--- config.mk ---
export PLATFORM = sky130hd
export DESIGN_NAME = alu_sequencer
export DESIGN_NICKNAME = d
export VERILOG_FILES = /design/src/rtl/alu_sequencer.sv
export SDC_FILE = /design/constraint.sdc
export NUM_CORES = 1
export LEC_CHECK = 0
export BUFFER_PORTS_ARGS = -buffer_cell sky130_fd_sc_hd__buf_2
export CAP_MARGIN = 15
export CORE_MARGIN = 8
export CORE_UTILIZATION = 30
export DETAILED_ROUTE_END_ITERATION = 16
export PLACE_DENSITY_LB_ADDON = 0.2
export RECOVER_POWER = 50
export SETUP_SLACK_MARGIN = 0.3
export SYNTH_ARGS = -nofsm -noshare
export SYNTH_HDL_FRONTEND = slang
export SYNTH_SLANG_ARGS = --single-unit
--- constraint.sdc ---
create_clock -name clk -period 2 [get_ports clk]
set_clock_uncertainty 0.05 [all_clocks]
set_input_delay 0 -clock clk [delete_from_list [all_inputs] [get_ports clk]]
set_output_delay 0 -clock clk [all_outputs]
set_load 0.01 [all_outputs]
--- src/rtl/alu_sequencer.sv ---
// alu_sequencer: command-side front end for the 8-bit combinational ALU.
// Commands are buffered in a small in-order FIFO. A three-state FSM
// (IDLE -> EXEC -> RESP) issues one command at a time to the ALU through
// registered operands, samples the ALU result and returns it over a
// valid/ready response port. Divide/modulo by zero and illegal opcodes are
// flagged. A 16-bit accumulator holds the last non-error result so that a
// command can chain on it.
//
// Ports:
//   clk, rst_n                         clock, async active-low reset
//   cmd_valid/cmd_ready                command handshake (ready = !full)
//   cmd_op, cmd_a, cmd_b, cmd_use_acc  command payload
//   alu_a, alu_b, alu_sel              registered ALU inputs
//   alu_out                            combinational ALU result
//   rsp_valid/rsp_ready                response handshake
//   rsp_data, rsp_op, rsp_err          response payload
//   acc                                last non-error result
//   busy                               work pending or in flight
module alu_sequencer #(
    parameter int FIFO_DEPTH = 4
) (
    input  logic        clk,
    input  logic        rst_n,
    input  logic        cmd_valid,
    output logic        cmd_ready,
    input  logic [3:0]  cmd_op,
    input  logic [7:0]  cmd_a,
    input  logic [7:0]  cmd_b,
    input  logic        cmd_use_acc,
    output logic [7:0]  alu_a,
    output logic [7:0]  alu_b,
    output logic [3:0]  alu_sel,
    input  logic [15:0] alu_out,
    output logic        rsp_valid,
    input  logic        rsp_ready,
    output logic [15:0] rsp_data,
    output logic [3:0]  rsp_op,
    output logic        rsp_err,
    output logic [15:0] acc,
    output logic        busy
);
    localparam int AW = $clog2(FIFO_DEPTH);
    localparam logic [AW:0] FULL_CNT = (AW+1)'(FIFO_DEPTH);

    typedef enum logic [1:0] {IDLE, EXEC, RESP} state_t;

    // Entry layout: {op[20:17], a[16:9], b[8:1], use_acc[0]}
    logic [20:0]   mem [FIFO_DEPTH];
    logic [AW-1:0] wr_ptr, rd_ptr;
    logic [AW:0]   count;
    logic          full, empty, push, pop;
    logic [20:0]   head;

    state_t state, state_nxt;

    logic illegal_op, div_zero;

    assign full      = (count == FULL_CNT);
    assign empty     = (count == '0);
    assign cmd_ready = !full;
    assign push      = cmd_valid && !full;
    assign head      = mem[rd_ptr];
    assign busy      = (state != IDLE) || !empty;

    assign illegal_op = (alu_sel > 4'd10);
    assign div_zero   = ((alu_sel == 4'd4) || (alu_sel == 4'd5)) && (alu_b == 8'd0);

    // Storage needs no reset: count alone decides which entries are live.
    always_ff @(posedge clk) begin
        if (push)
            mem[wr_ptr] <= {cmd_op, cmd_a, cmd_b, cmd_use_acc};
    end

    always_ff @(posedge clk or negedge rst_n) begin
        if (!rst_n) begin
            wr_ptr <= '0;
            rd_ptr <= '0;
            count  <= '0;
        end else begin
            if (push) wr_ptr <= wr_ptr + AW'(1);
            if (pop)  rd_ptr <= rd_ptr + AW'(1);
            case ({push, pop})
                2'b10:   count <= count + (AW+1)'(1);
                2'b01:   count <= count - (AW+1)'(1);
                default: count <= count;
            endcase
        end
    end

    always_ff @(posedge clk or negedge rst_n) begin
        if (!rst_n) state <= IDLE;
        else        state <= state_nxt;
    end

    always_comb begin
        state_nxt = state;
        pop       = 1'b0;
        case (state)
            IDLE: if (!empty) begin
                pop       = 1'b1;
                state_nxt = EXEC;
            end
            EXEC: state_nxt = RESP;
            RESP: if (rsp_ready) state_nxt = IDLE;
            default: state_nxt = IDLE;
        endcase
    end

    always_ff @(posedge clk or negedge rst_n) begin
        if (!rst_n) begin
            alu_a     <= '0;
            alu_b     <= '0;
            alu_sel   <= '0;
            rsp_valid <= 1'b0;
            rsp_data  <= '0;
            rsp_op    <= '0;
            rsp_err   <= 1'b0;
            acc       <= '0;
        end else begin
            if (pop) begin
                alu_sel <= head[20:17];
                alu_b   <= head[8:1];
                // acc was already updated by the previous EXEC, so chaining
                // sees the immediately preceding good result.
                alu_a   <= head[0] ? acc[7:0] : head[16:9];
            end
            if (state == EXEC) begin
                rsp_valid <= 1'b1;
                rsp_op    <= alu_sel;
                if (illegal_op) begin
                    rsp_data <= 16'h0000;
                    rsp_err  <= 1'b1;
                end else if (div_zero) begin
                    rsp_data <= 16'hFFFF;
                    rsp_err  <= 1'b1;
                end else begin
                    rsp_data <= alu_out;
                    rsp_err  <= 1'b0;
                    acc      <= alu_out;
                end
            end
            if (state == RESP && rsp_ready)
                rsp_valid <= 1'b0;
        end
    end
endmodule

==> results by group <==
Synth
  • Post-synth top area share: 0.430
  • Synth Area per Inst: 16.0 sq um
  • Post-synthesis cell area: 0.00587 sq mm
  • Area leader, netlist: edfxtp_1
  • Yosys cell types: 31
  • Synth Area in Compound Gates: 0.0269
  • Post-synthesis sequential area ratio: 0.716
  • Post-synth EDFFs: 84
  • Adder-Cell Fraction of Synth Area: 0.0141
  • Syn_nets: 414
  • Syn Inst Count: 367
  • Xor-xnor portion of the synthesized cell area: 0.00896
  • Post-synthesis simple-gate area fraction: 0.0689
  • Yosys warns: 0
  • Async S/R FF share, synth: 0.444
  • Largest family of logic cells by synthesized area: multiplexers
  • Multiplexer area fraction after synthesis: 0.142
  • FF+latch count, synth: around 150
  • Main synth FF type: edfxtp_1
  • Cell types occupying the most area after synthesis: edfxtp_1 (43%), dfrtp_1 (29%), mux4_2 (8.1%)

Run status
  • Status: finished, violations left
  • Failing checks: capacitance limit, slew limit

GRT
  • Global routing usage on met3: 0.0316
  • First-pass GRT wire length: 21200 microns
  • Largest net degree at the start of global routing: 68
  • GRT Max-Usage Layer: met2
  • GRT Total Usage: 0.115
  • M2 GR Usage: 0.193
  • Vias in the first global route: 3833
  • GR Overflow Total: 0
  • Initial antenna violation count: 0
  • M1 GR Usage: 0.138

Worst setup path
  • Most frequent CP cell: xor2_1
  • CP max stage cell: dfrtp_1
  • Required @ worst endpoint: 2.25 ns
  • Reg-to-reg startpoint: count[1]$_DFFE_PN0P_
  • Worst Path Arrival: 2.08 ns
  • Max incr delay on CP: 0.40 ns
  • Crit-path max FO: 2
  • Crit path launch: count[1]$_DFFE_PN0P_
  • Worst-path cell chain: buf_6, nor3_4, nand2b_4, inv_4, ha_4, inv_2, fa_2, xor2_1, nor2_1, xor2_1
  • Setup crit start kind: flip-flop
  • Crit Reg-Reg Endpoint: count[2]$_DFFE_PN0P_
  • WS Path Type: flip-flop to flip-flop
  • Worst r2r path cells: 10
  • Reg2reg setup slack: 0.17 ns
  • CP endpoint kind: flip-flop

Power and ir drop
  • Static leakage: 0.00321 uW
  • Power, Total: 12900 uW
  • Power Density: approximately 1600 mW/mm^2
  • Peak supply drop: 0.544 mV

STA
  • Post-route setup slack: 0.172 ns
  • Fin crit period: 1.83 ns
  • Worst slew pin tran: 1.53 ns
  • Fin. max-slew vios: 68
  • Setup_tns: 0 ns
  • Final setup viols: 0
  • Final worst path period share: 0.914
  • Fmax: 0.547 GHz
  • RSZ-0062 raised after global routing: yes
  • Relative slew slack: -0.0204
  • Final Hold Fails: 0

Flow run
  • Number of max-cap violations: 1

Drt
  • Vias per cell: roughly 4.3
  • Routed Antenna Nets: 0
  • Vias: 3547
  • Aggregate routed wire length: between 10000 and 15000 microns
  • Residual DRC: 0
  • DR WL/cell: 16.3 microns
  • Initial DRC Count: 155
  • TritonRoute pass-1 iters: 4

Clocking
  • Clock root buffer: clkbuf_16
  • Worst skew pair latency: between 0.4 and 0.5 ns
  • Clk sinks: 151
  • CTS buffer count: 17
  • Bufs on Longest Clock Path: 2
  • H-tree levels: 4
  • CTS tree: done
  • Clock-pin slew on the worst setup and hold paths: 0.06 ns

Worst hold path
  • Hold Path End: state[1]$_DFFE_PN0P_
  • Worst Hold Depth: 3
  • Hold path start: rsp_ready
  • Min-delay worst type: primary input to flip-flop

Die
  • Core outline area: slightly below 0.02 sq mm
  • Top-level port count: 101
  • Die H: 156 microns
  • Row count: 51
  • Horiz. Die Dim: 156 microns
  • Die area: about 0.024 sq mm
  • Starting Density: 0.304

Final layout
  • Commonest non-fill, non-tap cell in the layout: edfxtp_1
  • Nets: 592
  • Final Non-Filler Cells: 823
  • Area grow syn2layout: 35.6%
  • Layout cells sized above 1: 0.303
  • Most frequent cells in the layout: edfxtp_1 (84), dfrtp_1 (63), nand2_1 (62)
  • Diode count: 0

Placed design
  • Placement Setup Slack: 0.0681 ns
  • Inst Count DP: 732
  • Placed wire-length estimate: 8910 microns
  • Routability cong.: 0.715
  • Port Buffers: 100
repair_timing:
action                                 4_1_cts  5_1_grt
gates resized for setup                      9        2
buffers inserted                            13        4
pin swaps                                   11        9
cloned                                       1        1
setup endpoints to repair                   18       22
endpoints found under the hold margin      186        0
hold buffers                                40        0
logic make-up after synthesis:
kind of cell	count (synthesis)
buffers and inverters	27
XOR/XNOR	6
adder cells (fa/ha/maj)	6
AND/OR/NAND/NOR	96
flip-flops	151
AO/OA/AOI/OAI	30
multiplexers	51
report_power, final:
| part | total [uW] | switching (uW) | internal [uW] |
|---|---|---|---|
| combinational | 4730 | 2400 | 2330 |
| sequential | 4980 | 594 | 4390 |
| clock | 3180 | 1320 | 1870 |
| total | 12900 | 4310 | 8580 |
worst max-delay path, delay by kind of cell, from the launching register on:
kind / cells / cell delay (ns)
buffers and inverters: 3 / 0.22
adder cells (fa/ha/maj): 2 / 0.34
AND/OR/NAND/NOR: 3 / 0.43
XOR/XNOR: 2 / 0.27
flip-flops: 1 / 0.40
worst max-delay path by stage:
| stage | endpoint | cells after the start |
|---|---|---|
| after floorplan | count[2]$_DFFE_PN0P_ | 10 |
| after global placement | count[2]$_DFFE_PN0P_ | 10 |
| after detailed placement | count[2]$_DFFE_PN0P_ | 10 |
| after CTS | count[2]$_DFFE_PN0P_ | 10 |
| after global routing | alu_sel[1]$_DFFE_PN0P_ | 2 |
| final | count[2]$_DFFE_PN0P_ | 10 |
Yosys cell counts, types with 4 or more instances:
cell type and number:
ha_1 5, dfrtp_1 67, buf_2 5, o21ai_0 26
mux2_4 9, nand2_1 62, inv_1 10, nor2_1 19
mux4_2 21, edfxtp_1 84, clkbuf_1 8, and3_1 5
mux2_2 12, xnor2_1 4, mux2i_1 9
per-layer routing:
metal,vias to the layer above,wire (microns)
met1,1776,5920
met5,-,0
met3,16,699
met2,69,6540
met4,0,232
li1,1686,-
stage by stage:
stage | utilization | cell area, sq um | hold slack (ns)
after floorplan | - | 5920 | -0.346
after global placement | 0.353 | 6830 | 0.125
after detailed placement | 0.353 | 6830 | 0.135
after CTS | 0.412 | 7970 | 0.238
after global routing | 0.411 | 7960 | 0.323
final | 0.411 | 7960 | 0.311
registers in the layout (all words and copies together), names as in the netlist:
name,count
mem,84
acc,16
rsp_data,16
alu_a,8
alu_b,8
alu_sel,4
rsp_op,4
count,3
rd_ptr,2
state,2
wr_ptr,2
rsp_err,1
rsp_valid,1
cell type report:
cell class,count,area (sq um)
Timing Repair Buffer,176,1190
Clock inverter,15,166
Clock buffer,17,425
Inverter,10,40.0
Fill cell,1832,11400
Tap cell,265,332
Multi-Input combinational cell,189,1600
Sequential cell,151,4200
(Power assumes the default switching activity.)
